[config.mk]
export PLATFORM = sky130hd
export DESIGN_NAME = pc_gen_flat
export DESIGN_NICKNAME = d
export VERILOG_FILES = /design/src/rtl/pc_gen_if.sv /design/src/rtl/pc_gen.sv /design/src/flat_wrapper.sv
export SDC_FILE = /design/constraint.sdc
export NUM_CORES = 1
export LEC_CHECK = 0
export ABC_AREA = 1
export CORE_ASPECT_RATIO = 2
export CORE_MARGIN = 2
export CORE_UTILIZATION = 25
export DETAILED_ROUTE_END_ITERATION = 8
export MAX_ROUTING_LAYER = met4
export PLACE_DENSITY = 0.45
export SLEW_MARGIN = 10
export SYNTH_ARGS = -nofsm -noshare
export SYNTH_HDL_FRONTEND = slang
export SYNTH_SLANG_ARGS = --single-unit
[constraint.sdc]
create_clock -name clk -period 1.5 [get_ports clk]
set_input_delay 0.225 -clock clk [delete_from_list [all_inputs] [get_ports clk]]
set_output_delay 0.225 -clock clk [all_outputs]
set_load 0.05 [all_outputs]
[src/rtl/pc_gen_if.sv]
// Fetch-control bundle between the pipeline front end and the PC generator.
// The master drives redirect/stall controls; the slave returns the fetch PC and RAS status.
interface pc_gen_if #(
    parameter int unsigned AW = 5
);
    logic          stall;
    logic          br_valid;
    logic [AW-1:0] br_target;
    logic          call;
    logic          ret;
    logic          exc;
    logic [AW-1:0] pc;
    logic          pc_valid;
    logic          ras_empty;
    logic          ras_full;
    logic          ret_underflow;

    modport master (
        output stall, br_valid, br_target, call, ret, exc,
        input  pc, pc_valid, ras_empty, ras_full, ret_underflow
    );

    modport slave (
        input  stall, br_valid, br_target, call, ret, exc,
        output pc, pc_valid, ras_empty, ras_full, ret_underflow
    );
endinterface

[src/rtl/pc_gen.sv]
// Program-counter generator with a circular return-address stack.
// Priority of next-PC sources: exception > branch > stall > return > sequential.
module pc_gen #(
    parameter int unsigned AW        = 5,
    parameter int unsigned RESET_PC  = 21,
    parameter int unsigned EXC_VEC   = 0,
    parameter int unsigned RAS_DEPTH = 4
) (
    input  logic     clk,
    input  logic     rst_n,
    pc_gen_if.slave  bus
);
    localparam int unsigned PW = (RAS_DEPTH > 1) ? $clog2(RAS_DEPTH) : 1;
    localparam int unsigned CW = $clog2(RAS_DEPTH + 1);

    localparam logic [0:0] ST_BOOT = 1'b0;
    localparam logic [0:0] ST_RUN  = 1'b1;

    localparam logic [AW-1:0] PC_RST   = AW'(RESET_PC);
    localparam logic [AW-1:0] PC_EXC   = AW'(EXC_VEC);
    localparam logic [PW-1:0] SP_LAST  = PW'(RAS_DEPTH - 1);
    localparam logic [CW-1:0] CNT_FULL = CW'(RAS_DEPTH);

    logic [0:0]    state_q, state_n;
    logic [AW-1:0] pc_q, pc_n, pc_inc, ras_top;
    logic          pc_valid_q;
    logic          ras_empty_q, ras_full_q;
    logic          underflow_q, underflow_n;
    logic          push, pop, flush;
    logic [PW-1:0] sp_q, sp_n, sp_inc, sp_dec;
    logic [CW-1:0] cnt_q, cnt_n;
    logic [AW-1:0] ras_mem [RAS_DEPTH];

    assign pc_inc  = pc_q + AW'(1);
    assign ras_top = ras_mem[sp_q];
    assign sp_inc  = (sp_q == SP_LAST) ? '0 : sp_q + PW'(1);
    assign sp_dec  = (sp_q == '0) ? SP_LAST : sp_q - PW'(1);

    // State register: BOOT holds the reset PC for one edge, RUN fetches.
    always_ff @(posedge clk or negedge rst_n) begin
        if (!rst_n) begin
            state_q <= ST_BOOT;
        end else begin
            state_q <= state_n;
        end
    end

    // Next-state, next-PC and RAS control selection.
    always_comb begin
        state_n     = state_q;
        pc_n        = pc_q;
        push        = 1'b0;
        pop         = 1'b0;
        flush       = 1'b0;
        underflow_n = 1'b0;
        case (state_q)
            ST_BOOT: begin
                state_n = ST_RUN;
            end
            ST_RUN: begin
                if (bus.exc) begin
                    pc_n  = PC_EXC;
                    flush = 1'b1;
                end else if (bus.br_valid) begin
                    pc_n = bus.br_target;
                    push = bus.call;
                end else if (bus.stall) begin
                    pc_n = pc_q;
                end else if (bus.ret) begin
                    if (cnt_q != '0) begin
                        pc_n = ras_top;
                        pop  = 1'b1;
                    end else begin
                        pc_n        = pc_inc;
                        underflow_n = 1'b1;
                    end
                end else begin
                    pc_n = pc_inc;
                end
            end
            default: begin
                state_n = ST_BOOT;
            end
        endcase
    end

    // Stack pointer and occupancy; a push on a full stack overwrites the oldest slot.
    always_comb begin
        sp_n  = sp_q;
        cnt_n = cnt_q;
        if (flush) begin
            cnt_n = '0;
        end else if (push) begin
            sp_n  = sp_inc;
            cnt_n = (cnt_q == CNT_FULL) ? cnt_q : cnt_q + CW'(1);
        end else if (pop) begin
            sp_n  = sp_dec;
            cnt_n = cnt_q - CW'(1);
        end
    end

    always_ff @(posedge clk or negedge rst_n) begin
        if (!rst_n) begin
            pc_q        <= PC_RST;
            pc_valid_q  <= 1'b0;
            sp_q        <= '0;
            cnt_q       <= '0;
            ras_empty_q <= 1'b1;
            ras_full_q  <= 1'b0;
            underflow_q <= 1'b0;
        end else begin
            pc_q        <= pc_n;
            pc_valid_q  <= (state_n == ST_RUN);
            sp_q        <= sp_n;
            cnt_q       <= cnt_n;
            ras_empty_q <= (cnt_n == '0);
            ras_full_q  <= (cnt_n == CNT_FULL);
            underflow_q <= underflow_n;
        end
    end

    // Entries need no reset: validity is tracked entirely by cnt_q.
    always_ff @(posedge clk) begin
        if (push) begin
            ras_mem[sp_inc] <= pc_inc;
        end
    end

    assign bus.pc            = pc_q;
    assign bus.pc_valid      = pc_valid_q;
    assign bus.ras_empty     = ras_empty_q;
    assign bus.ras_full      = ras_full_q;
    assign bus.ret_underflow = underflow_q;
endmodule
[src/flat_wrapper.sv]
// flat-port wrapper written by rule: the top's interface ports become plain ports
module pc_gen_flat 
#(
    parameter int unsigned AW        = 5,
    parameter int unsigned RESET_PC  = 21,
    parameter int unsigned EXC_VEC   = 0,
    parameter int unsigned RAS_DEPTH = 4
)
  (clk, rst_n, bus_stall, bus_br_valid, bus_br_target, bus_call, bus_ret, bus_exc, bus_pc, bus_pc_valid, bus_ras_empty, bus_ras_full, bus_ret_underflow);
  pc_gen_if #(.AW(AW)) bus_i ();
  input  logic clk;
  input  logic rst_n;
  input wire logic [$bits(bus_i.stall)-1:0] bus_stall;
  input wire logic [$bits(bus_i.br_valid)-1:0] bus_br_valid;
  input wire logic [$bits(bus_i.br_target)-1:0] bus_br_target;
  input wire logic [$bits(bus_i.call)-1:0] bus_call;
  input wire logic [$bits(bus_i.ret)-1:0] bus_ret;
  input wire logic [$bits(bus_i.exc)-1:0] bus_exc;
  output wire logic [$bits(bus_i.pc)-1:0] bus_pc;
  output wire logic [$bits(bus_i.pc_valid)-1:0] bus_pc_valid;
  output wire logic [$bits(bus_i.ras_empty)-1:0] bus_ras_empty;
  output wire logic [$bits(bus_i.ras_full)-1:0] bus_ras_full;
  output wire logic [$bits(bus_i.ret_underflow)-1:0] bus_ret_underflow;
  assign bus_i.stall = bus_stall;
  assign bus_i.br_valid = bus_br_valid;
  assign bus_i.br_target = bus_br_target;
  assign bus_i.call = bus_call;
  assign bus_i.ret = bus_ret;
  assign bus_i.exc = bus_exc;
  assign bus_pc = bus_i.pc;
  assign bus_pc_valid = bus_i.pc_valid;
  assign bus_ras_empty = bus_i.ras_empty;
  assign bus_ras_full = bus_i.ras_full;
  assign bus_ret_underflow = bus_i.ret_underflow;
  pc_gen #(.AW(AW), .RESET_PC(RESET_PC), .EXC_VEC(EXC_VEC), .RAS_DEPTH(RAS_DEPTH)) u_core (.clk(clk), .rst_n(rst_n), .bus(bus_i));
endmodule
==> results.yml, run 1 <==
run_status:
  outcome: "completed"
cts:
  clk_path_buf_depth: 2
  clk_pin_slew_ns: 0.05
  cts_made_buffers: 5
  cts_tree: "yes"
  clk_latency_ns: 0.27
  clockRootBuffer: "clkbuf_16"
  clkSinkCount: 34
  htreeDepth: 2
placement:
  portBuffers: 20
  dp_hpwl_mm: 3.31
  dp_cells: 334
  placed_area_mm2: 0.00238
  gp_congestion: 0.867
power:
  peakVddDrop_mv: 0.474
  power.density_mw_per_mm2: 1300
  p_int_uw: 2210
  seqPwrFrac: 0.358
  combPwrFrac: 0.352
  swShare: 0.332
  power_switching_uw: 1100
  p_leak_uw: 0.00119
  clockPowerShare: 0.290
detailed_routing:
  wl_per_cell_um: 12.4
  first_pass_iters: 4
  drt_iter0_drc: 48
  drc: 0
  avgViaCountPerCell: 4.15
  num_vias: 1419
  routed_wl_mm: 4.23
  ant_nets: 0
global_route:
  grt_antenna_before_repair: 0
  first_global_vias: 1456
  grt_usage: 0.116
  grt_max_degree: 15
  gr-total-overflow: 0
  grt_pass1_wl_mm: 6.99
sta:
  fin_skew_ns: 0.00245
  setup_viol: 0
  maxSlewViolCount: 0
  fin_crit_sh: 0.959
  max_freq_mhz: 695
  holdWs_ns: 0.270
  min_period_ns: 1.44
  hold_viol: 0
  rsz0062_at_grt: "no"
synth:
  syn_area_mm2: 0.00182
  ys_types: 27
  postSynthCellCount: 200
  ys_ff_latch: 34
  syn_nets: 222
  seq_area_frac_synth: 0.524
  synth_area_per_cell_um2: 9.11
  yosys_warnings: 0
worst_setup_path:
  path_max_fanout: 3
  path_class: "reg2reg"
  cpPeakStageDelay_ns: 0.55
  endpoint_kind: "flip-flop"
  crit_chain: "ha_1, nand3_1, xnor2_2, buf_4"
  cp.arrival_ns: 1.47
  crit_slowest_cell: "dfstp_2"
  critPathRequiredTime_ns: 1.53
  crit_family: "flip-flops"
  worstSetupStartpointType: "flip-flop"
  cp_num_buf_inv: 1
floorplan:
  row_count: 44
  die_x_um: 64.4
  pin_count: 21
  dieArea_mm2: 0.00803
  start_util: 0.255
  core_mm2: 0.00716
  die_y_um: 125
layout:
  nets: 271
  antenna_cells: 0
  syn2layout_area_growth_pct: 39.2
  drive_gt1_frac: 0.256
  fin_cells: 342
  multi_input_area_um2: 774
  final-seq-area_um2: 957
  final_design_area_no_fill_mm2: 0.00254
  nFillCells: 766
job:
  cap_violations: 0
hold_path:
  hold_path.class: "in2async"
worst paths after layout:
check / from / to / slack, ns / cells after the start
min in group clk: u_core.bus.pc[4] / u_core.bus.pc[4] / 0.51 / 2
min: rst_n / u_core.cnt_q[1] / 0.27 / 2
max in group asynchronous: rst_n / u_core.bus.pc[4] / 0.99 / 2
min reg2reg: u_core.bus.pc[4] / u_core.bus.pc[4] / 0.51 / 2
max: u_core.bus.pc[0] / u_core.ras_mem[3][4] / 0.06 / 4
max reg2reg: u_core.bus.pc[0] / u_core.ras_mem[3][4] / 0.06 / 4
synth_stat cells (all sizes together):
| library cell | number | share of area |
|---|---|---|
| nor2 | 18 | 0.045 |
| nand3b | 1 | 0.0041 |
| dfrtp | 10 | 0.14 |
| buf | 3 | 0.0096 |
| inv | 26 | 0.055 |
| nor4 | 1 | 0.0034 |
| dfstp | 4 | 0.058 |
| edfxtp | 20 | 0.33 |
| xor2 | 1 | 0.0048 |
| o21ai | 4 | 0.011 |
| conb | 1 | 0.0021 |
| and2 | 1 | 0.0048 |
| nand2 | 63 | 0.14 |
| xnor2 | 4 | 0.019 |
| o211ai | 2 | 0.0082 |
| a21oi | 3 | 0.016 |
| ha | 10 | 0.069 |
| nand3 | 28 | 0.080 |
cells by family after synthesis:
kind of cell | count (synthesis) | share of synthesized area
flip-flops | 34 | 0.524
AO/OA/AOI/OAI | 9 | 0.0357
other | 1 | 0.00206
AND/OR/NAND/NOR | 112 | 0.281
buffers and inverters | 29 | 0.0645
adder cells (fa/ha/maj) | 10 | 0.0686
XOR/XNOR | 5 | 0.0240
repair_timing:
item | CTS | global route
endpoints found under the setup margin | 0 | 9
setup buffers | 0 | 0
hold buffers | 0 | 0
hold endpoints to repair | 0 | 0
resized for setup | 0 | 4
layout by cell type (no fill, tap or decap):
cell and instances:
clkbuf_16 5, ha_1 9, inv_2 4, edfxtp_1 20
o21ai_0 4, clkbuf_1 1, buf_4 27, dfstp_2 4
conb_1 1, xnor2_1 3, nor2_4 2, dfrtp_2 1
and2_4 1, xnor2_2 1, buf_12 7, nand2_2 3
clkinv_2 1, clkinv_1 1, xor2_1 1, a21oi_2 1
clkdlybuf4s50_1 11, ha_4 1, dfrtp_1 9, nand2_1 57
nand3_2 1, inv_1 21, nand3_1 27, a21oi_4 1
a21oi_1 1, nor2_1 16, o211ai_1 2, nand3b_1 1
inv_4 1, nand2_4 3, nor4_1 1
power by group through the flow:
stage | registers [uW] | logic (uW) | clock network, uW
after detailed placement | 1200 | 1160 | 0
after floorplan | 1320 | 540 | 0
final | 1180 | 1160 | 959
after CTS | 1180 | 1170 | 989
after global routing | 1200 | 1310 | 1030
after global placement | 1200 | 1170 | 0
layer usage:
metal | share of wire | track usage
met2 | 0.51 | 0.194
met5 | 0 | -
met4 | 0.029 | 0.0476
met3 | 0.035 | 0.0217
met1 | 0.42 | 0.135
final cells by class:
cell class / instances / area share
flip-flops and latches: 34 / 0.377
multi-input cells: 137 / 0.305
repair buffers: 45 / 0.179
clock buffers: 6 / 0.0508
well taps: 92 / 0.0454
inverters: 26 / 0.0394
clock inverters: 2 / 0.00345
worst reg2reg max path, stage by stage, from the launching register on:
cell     delay [ns]
dfstp_2        0.55
ha_1           0.17
nand3_1        0.14
xnor2_2        0.19
buf_4          0.15
registers in the layout, indices dropped and copies added (netlist names):
signal	flops
u_core.state_q	1
u_core.sp_q	2
u_core.ras_mem	20
u_core.bus.ras_empty	1
u_core.bus.ras_full	1
u_core.cnt_q	3
u_core.bus.pc	5
u_core.bus.ret_underflow	1
stage by stage:
step / power [uW] / setup TNS, ns / setup WS, ns / util
floorplan: 1860 / -0.0595 / -0.0340 / -
global placement: 2360 / -1.78 / -0.0843 / 0.333
detailed placement: 2360 / -1.84 / -0.0943 / 0.333
CTS: 3340 / 0 / 0.0104 / 0.352
global route: 3540 / 0 / 0.00126 / 0.355
finish: 3310 / 0 / 0.0613 / 0.355
Note: power is estimated with default switching activity, not from simulation.
==> inputs of run 2 (changes only) <==
--- a/config.mk
+++ b/config.mk
@@ -10,6 +10,7 @@
 export CORE_MARGIN = 2
 export CORE_UTILIZATION = 25
 export DETAILED_ROUTE_END_ITERATION = 8
+export GPL_ROUTABILITY_DRIVEN = 0
 export MAX_ROUTING_LAYER = met4
 export PLACE_DENSITY = 0.45
 export SLEW_MARGIN = 10
==> results of run 2 <==
No change in the layout: final DEF, timing and power equal those of run 1.
